## src/rtl/event_flag_scheduler.sv

```systemverilog
// rtl/event_flag_scheduler.sv - set-dominant event flag bank with round-robin valid/ready scheduler
//
// Purpose: latches N event pulses into sticky flags and offers one pending,
// unmasked flag index at a time to a single consumer. Accepting an offer
// clears the granted flag unless it is set again on the same edge.
//
// Ports:
//   clk         clock, all logic on rising edge
//   rst         synchronous reset, active-high
//   set_i       per-flag set pulse (dominates every clear)
//   clr_i       per-flag explicit clear
//   mask_i      1 = flag still latches but is not scheduled
//   out_valid   offer valid (registered)
//   out_idx     offered flag index (registered)
//   out_ready   consumer accepts the current offer
//   pend_o      raw flag register state
//   any_pend_o  |(pend_o & ~mask_i), combinational

module event_flag_scheduler #(
    parameter int N          = 8,
    parameter int GAP_CYCLES = 0,
    localparam int IDX_W     = (N > 1) ? $clog2(N) : 1
) (
    input  logic             clk,
    input  logic             rst,
    input  logic [N-1:0]     set_i,
    input  logic [N-1:0]     clr_i,
    input  logic [N-1:0]     mask_i,
    output logic             out_valid,
    output logic [IDX_W-1:0] out_idx,
    input  logic             out_ready,
    output logic [N-1:0]     pend_o,
    output logic             any_pend_o
);

    typedef enum logic [1:0] {
        SCAN  = 2'd0,
        OFFER = 2'd1,
        GAP   = 2'd2
    } state_t;

    localparam logic [7:0] GAP_LOAD = 8'(GAP_CYCLES);

    state_t           state;
    logic [N-1:0]     pend;
    logic [IDX_W-1:0] ptr;
    logic [7:0]       gap_cnt;

    logic [N-1:0]     eligible;
    logic [N-1:0]     acc_vec;
    logic             accept;
    logic             pick_found;
    logic [IDX_W-1:0] pick_idx;
    int               j;

    assign pend_o     = pend;
    assign eligible   = pend & ~mask_i;
    assign any_pend_o = |eligible;
    assign accept     = out_valid & out_ready;

    // One-hot of the flag being granted this edge; ready without valid is ignored.
    always_comb begin
        acc_vec = '0;
        for (int i = 0; i < N; i++) begin
            acc_vec[i] = accept && (int'(out_idx) == i);
        end
    end

    // Circular priority search starting at ptr: ptr, ptr+1, ..., N-1, 0, ...
    always_comb begin
        pick_found = 1'b0;
        pick_idx   = '0;
        j          = 0;
        for (int k = 0; k < N; k++) begin
            j = int'(ptr) + k;
            if (j >= N) begin
                j = j - N;
            end
            if (!pick_found && eligible[j]) begin
                pick_found = 1'b1;
                pick_idx   = IDX_W'(j);
            end
        end
    end

    always_ff @(posedge clk) begin
        if (rst) begin
            pend      <= '0;
            state     <= SCAN;
            out_valid <= 1'b0;
            out_idx   <= '0;
            ptr       <= '0;
            gap_cnt   <= '0;
        end else begin
            // Set wins over both the explicit clear and the grant clear.
            pend <= set_i | (pend & ~clr_i & ~acc_vec);

            case (state)
                SCAN: begin
                    if (pick_found) begin
                        out_idx   <= pick_idx;
                        out_valid <= 1'b1;
                        state     <= OFFER;
                    end
                end
                OFFER: begin
                    // Offer is committed: a later clear or mask does not withdraw it.
                    if (out_ready) begin
                        out_valid <= 1'b0;
                        if (int'(out_idx) == N - 1) begin
                            ptr <= '0;
                        end else begin
                            ptr <= out_idx + 1'b1;
                        end
                        if (GAP_CYCLES > 0) begin
                            gap_cnt <= GAP_LOAD;
                            state   <= GAP;
                        end else begin
                            state <= SCAN;
                        end
                    end
                end
                GAP: begin
                    // Leaving on count 1 spends exactly GAP_CYCLES cycles here.
                    if (gap_cnt <= 8'd1) begin
                        state <= SCAN;
                    end else begin
                        gap_cnt <= gap_cnt - 8'd1;
                    end
                end
                default: begin
                    state     <= SCAN;
                    out_valid <= 1'b0;
                end
            endcase
        end
    end

endmodule
```

## config.mk

```make
export PLATFORM = sky130hd
export DESIGN_NAME = event_flag_scheduler
export DESIGN_NICKNAME = d
export VERILOG_FILES = /design/src/rtl/event_flag_scheduler.sv
export SDC_FILE = /design/constraint.sdc
export NUM_CORES = 1
export LEC_CHECK = 0
export CAP_MARGIN = 20
export CORE_ASPECT_RATIO = 0.6
export CORE_UTILIZATION = 30
export CTS_CLUSTER_SIZE = 40
export DETAILED_ROUTE_END_ITERATION = 12
export PLACE_DENSITY = 0.5
export SYNTH_ARGS = -nofsm -noshare
export SYNTH_HDL_FRONTEND = slang
export SYNTH_SLANG_ARGS = --single-unit
```

## constraint.sdc

```tcl
create_clock -name clk -period 3.2 [get_ports clk]
set_input_delay 0.48 -clock clk [delete_from_list [all_inputs] [get_ports clk]]
set_output_delay 0.48 -clock clk [all_outputs]
set_load 0.01 [all_outputs]
```

==> After elaboration in Yosys (flattened, before gate mapping) <==
Index checks and enable logic that the tools add are counted.
{ "classes": {"shifts": 0, "n_mux": 56, "n_mul": 0, "n_lt_le_gt_ge": 17, "n_reduce_logical": 30, "eq_ne": 12, "addsub": 17, "bitwise_logic": 10, "div": 0} }
{ "ops": {"columns": ["op", "n"], "rows": [
  ["$lt 32x5->1 const B", 8],
  ["$mux 32", 8],
  ["$sub 4x4->5 const B", 7],
  ["$ge 4x4->1 const B", 7],
  ["$mux 3", 9],
  ["$mux 1", 26],
  ["$and 8x8->8", 3],
  ["$bmux 1 s3", 8],
  ["$not 8->8", 3],
  ["$add 3x3->4 const B", 4],
  ["$logic_and 1x1->1", 15],
  ["$eq 3x3->1 const B", 4],
  ["$add 3x2->4 const B", 2],
  ["$le 8x1->1 const B", 1],
  ["$or 8x8->8", 1],
  ["$reduce_or 8->1", 1],
  ["$sub 8x1->8 const B", 1],
  ["$logic_not 1->1", 7],
  ["$eq 3x2->1 const B", 2],
  ["$mux 2", 3],
  ["$ne 2x2->1 const B", 3],
  ["$pmux 2 s3", 1],
  ["$reduce_and 2->1", 3],
  ["$reduce_and 3->1", 2],
  ["12 further kinds", 13]
]} }
{ "totals": {"reg_bits": 25, "mem_bits_rw": 0, "input_bits": 27, "latch_bits": 0, "n_memories": 0, "romBits": 0} }

==> Longest topological paths before layout <==
Gate-level depths: netlist (run 1).
{ "depth": {"word_depth": 29, "mapped_depth": 10} }

==> Worst setup path before layout (run 1) <==
No wires, ideal clock.
{ "synth_timing": {"path_kind": "reg-to-reg", "start": "reg ptr[0]", "end": "reg out_idx[0]", "setup_time_ns": 0.096, "setup_slack_ns": 0.310, "required_ns": 3.104, "path_stages_with_launch": 10, "n_path_buf": 1, "synth_period_minus_slack_ns": 2.890, "t_arrival_ns": 2.794, "cell_sequence": "dfxtp_1 > buf_6 > inv_8 > ha_1 > xnor2_1 > mux4_2 > or4b_4 > nor2b_4 > a211oi_1 > o41ai_2"} }
{ "synth_between": {"elab_chain_len": 28, "word_cells_on_any_way": 86, "classes_between": "15 x add/sub; 8 x order compare; 48 x mux; 15 x reduce/logical"} }
{ "synth_lines": {"columns": ["element", "line", "rtl"], "rows": [
  ["start, declared", "46", "logic [IDX_W-1:0] ptr;"],
  ["start signal, assigned", "113", "ptr <= out_idx + 1'b1;"],
  ["branches (longest 28 deep; another with $sub 4x4->5)", null, null],
  ["end signal, assigned", "101", "out_idx <= pick_idx;"],
  ["end, declared", "30", "output logic [IDX_W-1:0] out_idx,"]
]} }
Parallel ways; which one is timed is not known. The select of a mux whose other input is x is not followed.
A chain may end at the register's enable or synchronous reset.

==> Worst setup path in the final report (run 1) <==
Same ends and word-level chain as after synthesis.

==> results.md, run 1 <==
* Max_slew headroom at 0.542
* Longest Clk Path Bufs at 2
* Worst flop-to-flop path endpoint: out_idx[0]
* Clk slew on worst S/H paths at 70 ps
* Crit-path slowest cell: dfxtp_1
* Hold_buf cts at 0
* Critical Path RT at 3350 ps
* Vias per cell at 5.52
* Die area at 6000 um^2
* Placed Cells at 314
* Power, Total at 802 uW
* Post-synth top flop: dfxtp_1
* Die width at 99.4 um
* Syn_area_per_cell at 8.53 um^2
* # Post-CTS Setup Buffers at 0
* CP Cell Sequence: buf_4 > mux4_1 > o2111ai_2 > or4b_4 > nor2b_4 > a211oi_1 > o41ai_2
* Setup violations, final at 0
* Clock latency on the worst-skew pair at 250 ps
* Gpl congestion at 0.885
* Setup slack, reg-to-reg at 210 ps
* Sum Neg Setup Slack at 0 ps
* Worst-path maximum fanout at 12
* Initial antenna violation count at 0
* Clock Skews at 7.28 ps
* Fin crit share at 0.934
* Register area share after synthesis at 0.176
* Critical setup path kind: reg2reg
* Site Rows at 20
* Leakage at 0.927 nW
* Top achievable clock speed at 335 MHz
* Hold Path Depth at 2
* Share of the synthesized area in the top cell type at 0.176
* Yosys reg bits at 15
* Setup ws final at 211 ps
* Antenna diode count at 0
* Hold Path Origin: out_valid
* Crit path DAT at 3140 ps
* Synth Instances at 200
* Drt pass-1 iters at 7
* Unique masters post-synth at 52
* Async SR Flop Fraction at 0
* Pin count of the biggest net entering global routing at 17
* Filler-free cell count of the finished design at 318
* Final ANT Viol Nets at 0
* Die height at 60.4 um
* Reg2reg start: ptr[0]
* Number of global-route vias before repair at 1663
* Unrepaired setup endpoints after global routing: no
* Register-to-Register Path Depth at 7
* Htree depth at 1
* Syn-to-layout area delta at 35.5%
* Share of cells above drive strength 1 at 0.147
* Fin nets at 288
* Total gr overflow at 0
* Crit path launch type: flip-flop
* Critical path endpoint category: flip-flop
* VDD IR-drop max at 126 uV
* Mapped Area at 1710 um^2
* Post-synth top area cell: dfxtp_1
* Power density of the placed cells at 347 nW/um^2
* Maximum capacitance violations at 0
* Max incr delay on CP at 670 ps
* Top cells by area, synth: dfxtp_1 (18%), mux4_2 (11%), mux4_1 (6.2%)
* Global-route wire length before repair at 9260 um
* Port bufs at 39
* Ports at 40
* CTS resizes at 0
* Count of final max-slew check failures at 0
* Tot GR Track Use at 0.206
* Mapped Nets at 235
* Starting density of the core at 0.325
* Core area at 5260 um^2
* Worst Tran Pin Value at 685 ps
* Worst slack, placed at 146 ps
* Yosys warnings at 0
* WHS Endpoint: out_valid
* Final critical-path required period at 2990 ps
* Drt wl/cell at 17.6 um
* Via count at 1754
* Final wirelength at 5590 um
* CP startpoint: ptr[0]
* Worst Hold Class: reg2reg
* EDFF count, synth at 0
* CTS buffer count at 3
* Status: complete, no violations
* CTS tree: built
* Starting DRC count in detailed routing at 179
* Hold violation count in the final report at 0
* # DRC at 0
* Sinks on Clock Net at 15
* Hpwl dp at 4590 um
* Root buffer cell: clkbuf_8
==> cell families after synthesis <==
logic type	Yosys count	share of synthesized area
adder cells (fa/ha/maj)	8	0.0587
flip-flops	15	0.176
multiplexers	23	0.232
AND/OR/NAND/NOR	76	0.234
AO/OA/AOI/OAI	51	0.218
buffers and inverters	25	0.0660
XOR/XNOR	2	0.0147
==> how the worst max path moves through the flow <==
stage,to
global route,out_idx[1]
CTS,out_idx[1]
global placement,out_idx[1]
finish,out_idx[0]
detailed placement,out_idx[1]
floorplan,out_idx[0]
==> worst max-delay path: cells and delay by family, from the launching register on <==
kind	cells	cell delay (ps)
flip-flops	1	670
AO/OA/AOI/OAI	3	590
buffers and inverters	1	310
multiplexers	1	620
AND/OR/NAND/NOR	2	690
==> layer usage <==
| metal | GRT usage | wire length [um] | vias to the layer above |
|---|---|---|---|
| li1 | - | - | 861 |
| met1 | 0.332 | 2930 | 800 |
| met2 | 0.262 | 1950 | 87 |
| met3 | 0.0668 | 667 | 6 |
| met4 | 0.0252 | 45 | 0 |
| met5 | 0 | 0 | - |
==> report_power, final <==
group / internal (mW) / switching (mW)
sequential: 0.205 / 0.0312
combinational: 0.210 / 0.201
clock: 0.0862 / 0.0682
==> through the flow <==
stage | utilization | area, um^2 | hold WS, ps
2_1_floorplan | - | 1710 | 540
3_3_place_gp | 0.431 | 2270 | 527
3_5_place_dp | 0.431 | 2270 | 535
4_1_cts | 0.440 | 2310 | 544
5_1_grt | 0.440 | 2310 | 584
6_report | 0.440 | 2310 | 543
==> synthesized netlist by cell type, types with 2 or more instances <==
cell type and number:
mux2i_1 10, clkbuf_1 5, mux4_1 4, a21boi_0 2, a31oi_1 9, a221oi_1 2
a211oi_1 5, nand2_1 23, nand3_1 3, nor2b_4 2, ha_1 8, mux4_2 8
nor4_1 2, nor2b_1 7, o31ai_1 2, o21ai_0 2, a21oi_1 12, nor3_1 4
a221o_1 2, dfxtp_1 15, o2111ai_1 3, nand3b_1 3, nand2b_1 9, nor2_1 16
inv_1 15
==> sequential cells by signal, summed over array words and instances (netlist names) <==
register,count
out_valid,1
ptr,3
out_idx,3
pend_o,8
==> layout make-up <==
class | count | area (um^2)
clock buffers | 3 | 41.3
well taps | 66 | 82.6
inverters | 17 | 71.3
repair buffers | 56 | 518
flip-flops and latches | 15 | 300
multi-input cells | 160 | 1290
fillers | 536 | 2940
clock inverters | 1 | 5.00
==> layout by cell type, fill, tap and decap left out, types with 2 or more instances in the layout <==
cell             instances
a211oi_1                 5
a21boi_0                 2
a21oi_1                 12
a221o_1                  2
a221oi_1                 2
a31oi_1                  9
buf_4                   17
clkbuf_8                 3
clkdlybuf4s50_1         39
dfxtp_1                 15
ha_1                     8
inv_1                   15
mux2i_1                 10
mux4_1                   4
mux4_2                   8
nand2_1                 23
nand2b_1                 9
nand3_1                  3
nand3b_1                 3
nor2_1                  16
nor2b_1                  7
nor2b_4                  2
nor3_1                   4
nor4_1                   2
o2111ai_1                3
o21ai_0                  2
o31ai_1                  2
No activity file was read; power rests on OpenSTA's default activity.
==> inputs of run 2 (changes only) <==
--- a/config.mk
+++ b/config.mk
@@ -5,7 +5,7 @@
 export SDC_FILE = /design/constraint.sdc
 export NUM_CORES = 1
 export LEC_CHECK = 0
-export CAP_MARGIN = 20
+export CAP_MARGIN = 5
 export CORE_ASPECT_RATIO = 0.6
 export CORE_UTILIZATION = 30
 export CTS_CLUSTER_SIZE = 40
==> constraint.sdc (replaced) <==
create_clock -name clk -period 3.2 [get_ports clk]
set_input_delay 0.64 -clock clk [delete_from_list [all_inputs] [get_ports clk]]
set_output_delay 0.64 -clock clk [all_outputs]
set_load 0.01 [all_outputs]
==> run 2 against run 1 <==
  * Non-clock buffer count grew 4
  * Wire length is 0.57% higher
  * Combinational power is 2% higher
  * Via count down 0.34%
  * Fmax rose by 1.5%
  * Sequential cell count unchanged
  * Design area increased by 1.3%
  * Die area stayed put
  * Register-to-register slack gained 50 ps
  * Clock power barely moved
  * Highest routed layer unchanged
==> results.md, run 2 (synthesis results as in run 1) <==
* Ports at 40 (unchanged)
* Crit path launch type: flip-flop
* Pin count of the biggest net entering global routing at 17 (unchanged)
* Via count at 1748 (-0.34%)
* Worst slack, placed at 10.0 ps (-136 ps)
* Syn-to-layout area delta at 37.2%
* Critical path endpoint category: flip-flop
* Max reg flops at 8 (unchanged)
* Clock Skews at 6.74 ps (-0.536 ps)
* Sum Neg Setup Slack at 0 ps (unchanged)
* Starting DRC count in detailed routing at 167 (-6.7%)
* Htree depth at 1 (unchanged)
* Starting density of the core at 0.325 (unchanged)
* Final Instance Area at 2340 um^2 (+1.3%)
* Top achievable clock speed at 340 MHz (+1.5%)
* Final wirelength at 5620 um (+0.57%)
* Vias per cell at 5.43 (-1.6%)
* Hold violation count in the final report at 0 (unchanged)
* VDD IR-drop max at 170 uV (+35%)
* Count of final max-slew check failures at 0 (unchanged)
* Final ANT Viol Nets at 0 (unchanged)
* Seq pwr share at 0.291 (-0.004)
* Global-route wire length before repair at 9000 um (-2.8%)
* Root buffer cell: clkbuf_8
* Area post-placement at 2300 um^2 (+1.3%)
* Status: complete, no violations
* Max_slew headroom at 0.549 (+0.00650)
* Critical setup path kind: reg2reg
* Setup ws final at 257 ps (+45.6 ps)
* Max incr delay on CP at 660 ps (about the same)
* Reg2reg start: ptr[0]
* Final critical-path required period at 2940 ps (-45.6 ps)
* Switch Pwr at 304 uW (+1.2%)
* Core area at 5260 um^2 (unchanged)
* CTS tree: built
* Fin crit share at 0.920 (-0.0142)
* Hold_buf cts at 0 (unchanged)
* Setup violations, final at 0 (unchanged)
* Clock power frac at 0.193 (about the same)
* Hpwl dp at 4570 um (-0.53%)
* Worst flop-to-flop path endpoint: out_idx[1]
* Crit-path slowest cell: dfxtp_1
* Drt pass-1 iters at 4 (-3)
* Commonest non-fill, non-tap cell in the layout: clkdlybuf4s50_1
* Placed Cells at 318 (+1.3%)
* Clock latency on the worst-skew pair at 250 ps (about the same)
* Gpl congestion at 0.889 (+0.44%)
* Critical Path RT at 3350 ps (about the same)
* Longest Clk Path Bufs at 2 (unchanged)
* # DRC at 0 (unchanged)
* CP Cell Sequence: inv_8 > ha_1 > xnor2_1 > mux4_2 > or4b_4 > a31oi_1 > a21oi_1 > a221oi_1
* Worst Hold Class: reg2reg
* Register-to-Register Path Depth at 8 (+1)
* Crit path DAT at 3090 ps (-50 ps)
* Initial antenna violation count at 0 (unchanged)
* Die height at 60.4 um (unchanged)
* Clk slew on worst S/H paths at 70 ps (about the same)
* Filler-free cell count of the finished design at 322 (+1.3%)
* Min Hold Slack at 547 ps (+3.33 ps)
* CTS buffer count at 3 (unchanged)
* Hold Path Depth at 2 (unchanged)
* Power share of the combinational group at 0.516 (+0.003)
* Hold Path Origin: out_valid
* Worst-path maximum fanout at 7 (-5)
* Sinks on Clock Net at 15 (unchanged)
* CTS resizes at 0 (unchanged)
* Drt wl/cell at 17.5 um (-0.68%)
* Worst Tran Pin Value at 675 ps (-9.72 ps)
* Tot GR Track Use at 0.203 (-0.00374)
* Leakage at 0.948 nW (+2.3%)
* Final Core Density at 0.446 (+0.00571)
* # Post-CTS Setup Buffers at 0 (unchanged)
* Setup slack, reg-to-reg at 260 ps (+50 ps)
* Fin nets at 292 (+1.4%)
* Total gr overflow at 0 (unchanged)
* Maximum capacitance violations at 0 (unchanged)
* Site Rows at 20 (unchanged)
* Port bufs at 39 (unchanged)
* Most frequent cells in the layout: clkdlybuf4s50_1 (39), nand2_1 (23), buf_4 (21)
* Power density of the placed cells at 346 nW/um^2 (-0.12%)
* Share of cells above drive strength 1 at 0.160 (+0.0133)
* Die area at 6000 um^2 (unchanged)
* Power, Total at 811 uW (+1.2%)
* WHS Endpoint: out_valid
* P_int at 507 uW (+1.2%)
* Die width at 99.4 um (unchanged)
* Antenna diode count at 0 (unchanged)
* Unrepaired setup endpoints after global routing: no
* Number of global-route vias before repair at 1652 (-0.66%)
* Sw Ratio at 0.375 (about the same)
run 2: cell count changes in the layout (fill, tap and decap cells not counted):
cell	previous run	this run
buf_4	17	21
run 2: final cells by class:
class / instances / area (um^2)
Clock buffer: 3 / 41.3
Clock inverter: 1 / 5.00
Fill cell: 526 / 2910
Inverter: 17 / 71.3
Multi-Input combinational cell: 160 / 1290
Sequential cell: 15 / 300
Tap cell: 66 / 82.6
Timing Repair Buffer: 60 / 548
run 2: layer usage:
layer / wire [um] / global-route usage
met1: 3140 / 0.325
met5: 0 / 0
met2: 1930 / 0.264
met3: 528 / 0.0599
met4: 27 / 0.0231
run 2: worst max path at each step:
| stage | endpoint | startpoint | cells after the start | slack (ps) |
|---|---|---|---|---|
| finish | out_idx[1] | ptr[0] | 8 | 260 |
| floorplan | out_idx[0] | ptr[0] | 9 | 310 |
| detailed placement | out_idx[0] | mask_i[2] | 8 | 10 |
| global placement | out_idx[1] | mask_i[2] | 8 | 50 |
| CTS | out_idx[1] | ptr[0] | 8 | 270 |
| global route | out_idx[0] | ptr[0] | 8 | 60 |
run 2: worst max-delay path: cells and delay by family, from the launching register on:
| kind | cells | cell delay (ps) |
|---|---|---|
| compound gates | 3 | 500 |
| buf+inv | 1 | 20 |
| flops | 1 | 660 |
| simple gates | 1 | 590 |
| mux | 1 | 560 |
| fa+ha+maj | 1 | 270 |
| xor+xnor | 1 | 240 |
run 2: power groups by stage:
stage	clock, mW	sequential (mW)	combinational [mW]
after CTS	0.161	0.236	0.413
after floorplan	0	0.235	0.250
after global routing	0.171	0.240	0.457
final	0.157	0.236	0.419
after detailed placement	0	0.240	0.411
after global placement	0	0.241	0.417
==> inputs of run 3 (changes only) <==
--- a/config.mk
+++ b/config.mk
@@ -7,10 +7,10 @@
 export LEC_CHECK = 0
 export CAP_MARGIN = 5
 export CORE_ASPECT_RATIO = 0.6
-export CORE_UTILIZATION = 30
+export CORE_UTILIZATION = 35
 export CTS_CLUSTER_SIZE = 40
 export DETAILED_ROUTE_END_ITERATION = 12
-export PLACE_DENSITY = 0.5
+export PLACE_DENSITY = 0.56
 export SYNTH_ARGS = -nofsm -noshare
 export SYNTH_HDL_FRONTEND = slang
 export SYNTH_SLANG_ARGS = --single-unit
==> run 3 against run 2 <==
  * Critical path type is now in2out
  * Critical endpoint is now any_pend_o
  * Clock skew down 2.4 ps
  * Highest routed layer unchanged
  * Sequential power hardly changed
  * Power barely moved
  * Utilization increased by 5.9 points
==> results.md, run 3 (synthesis results as in run 1) <==
* Status: complete, no violations
* Switch Pwr at 305 uW (+0.22%)
* Max reg flops at 8 (unchanged)
* Final wirelength at 5650 um (+0.44%)
* Area post-placement at 2290 um^2 (-0.16%)
* Hold violation count in the final report at 0 (unchanged)
* VDD IR-drop max at 178 uV (+4.9%)
* Clock power frac at 0.192 (about the same)
* Core area at 4640 um^2 (-12%)
* Hold_buf cts at 0 (unchanged)
* Fin nets at 292 (unchanged)
* Top achievable clock speed at 334 MHz (-1.8%)
* Initial antenna violation count at 0 (unchanged)
* Crit path launch type: input pin
* Via count at 1781 (+1.9%)
* Drt wl/cell at 17.7 um (+1.4%)
* Critical Path RT at 2560 ps (-790 ps)
* CTS buffer count at 3 (unchanged)
* Final ANT Viol Nets at 0 (unchanged)
* Critical path endpoint category: output pin
* Power density of the placed cells at 347 nW/um^2 (+0.22%)
* Worst Tran Pin Value at 650 ps (-24.7 ps)
* Min Hold Slack at 538 ps (-8.33 ps)
* Sw Ratio at 0.376 (+0.000615)
* Max_slew headroom at 0.565 (+0.0165)
* Starting DRC count in detailed routing at 127 (-24%)
* CTS resizes at 0 (unchanged)
* Worst Hold Class: reg2reg
* Clk slew on worst S/H paths at 70 ps (about the same)
* Placed Cells at 315 (-0.94%)
* Worst-path maximum fanout at 3 (-4)
* Htree depth at 1 (unchanged)
* Drt pass-1 iters at 5 (+1)
* Gpl congestion at 0.919 (+3.4%)
* Sum Neg Setup Slack at 0 ps (unchanged)
* Power share of the combinational group at 0.519 (+0.003)
* Seq pwr share at 0.289 (-0.002)
* Pin count of the biggest net entering global routing at 17 (unchanged)
* Sinks on Clock Net at 15 (unchanged)
* Fin crit share at 0.937 (+0.0171)
* Die width at 92.2 um (-7.3%)
* Total gr overflow at 0 (unchanged)
* Ports at 40 (unchanged)
* P_int at 507 uW (about the same)
* # Post-CTS Setup Buffers at 0 (unchanged)
* Global-route wire length before repair at 8880 um (-1.4%)
* Most frequent cells in the layout: clkdlybuf4s50_1 (39), nand2_1 (23), buf_4 (21)
* Tot GR Track Use at 0.227 (+0.0244)
* Leakage at 0.948 nW (about the same)
* Crit path DAT at 2360 ps (-730 ps)
* Final Instance Area at 2340 um^2 (-0.16%)
* CTS tree: built
* Clock latency on the worst-skew pair at 250 ps (about the same)
* Count of final max-slew check failures at 0 (unchanged)
* Setup violations, final at 0 (unchanged)
* Die height at 56.1 um (-7.2%)
* Vias per cell at 5.58 (+2.8%)
* Syn-to-layout area delta at 37.0%
* Number of global-route vias before repair at 1647 (-0.30%)
* Starting density of the core at 0.368 (+0.0434)
* Site Rows at 19 (-5.0%)
* Critical setup path kind: in2out
* Clock Skews at 4.36 ps (-2.38 ps)
* Final Core Density at 0.504 (+0.0587)
* Port bufs at 39 (unchanged)
* Antenna diode count at 0 (unchanged)
* Power, Total at 812 uW (about the same)
* Root buffer cell: clkbuf_8
* # DRC at 0 (unchanged)
* Worst slack, placed at 17.8 ps (+7.81 ps)
* Hpwl dp at 4590 um (+0.32%)
* Share of cells above drive strength 1 at 0.160 (unchanged)
* Maximum capacitance violations at 0 (unchanged)
* Commonest non-fill, non-tap cell in the layout: clkdlybuf4s50_1
* Longest Clk Path Bufs at 2 (unchanged)
* Filler-free cell count of the finished design at 319 (-0.93%)
* Die area at 5170 um^2 (-14%)
* Final critical-path required period at 3000 ps (+54.8 ps)
* Unrepaired setup endpoints after global routing: no
* Setup ws final at 202 ps (-54.8 ps)
## run 3: cell counts in the layout (fill, tap and decap cells not counted)
No cell type changed its count.
## run 3: power by group through the flow
stage / combinational, mW / clock, mW / sequential, mW
floorplan: 0.250 / 0 / 0.235
CTS: 0.413 / 0.162 / 0.235
detailed placement: 0.412 / 0 / 0.239
global route: 0.451 / 0.171 / 0.238
finish: 0.421 / 0.156 / 0.234
global placement: 0.414 / 0 / 0.239
## run 3: worst paths after layout
check	startpoint	to	slack, ps	cells past startpoint
setup / recovery	mask_i[4]	any_pend_o	200	6
hold / removal	out_valid	out_valid	540	2
setup reg to reg	ptr[0]	out_idx[1]	320	8
hold reg to reg	out_valid	out_valid	540	2
## run 3: layout make-up
type	instances	area [um^2]
fill	462	2300
multi-input combinational	160	1290
timing repair buffer	60	548
sequential	15	300
tap	63	78.8
inverter	17	71.3
clock buffer	3	41.3
clock inverter	1	5.00
## run 3: per-layer routing
metal | vias up | GRT usage | wire [um]
met5 | - | 0 | 0
met4 | 0 | 0.0246 | 14
met3 | 2 | 0.0615 | 509
met2 | 91 | 0.290 | 2140
met1 | 826 | 0.373 | 2990
li1 | 862 | - | -
## run 3: worst max-delay path: stages
cell and delay (ps):
clkdlybuf4s50_1 470, nor2b_1 70, buf_4 140, nor4_1 390, nand2_1 130, clkdlybuf4s50_1 510
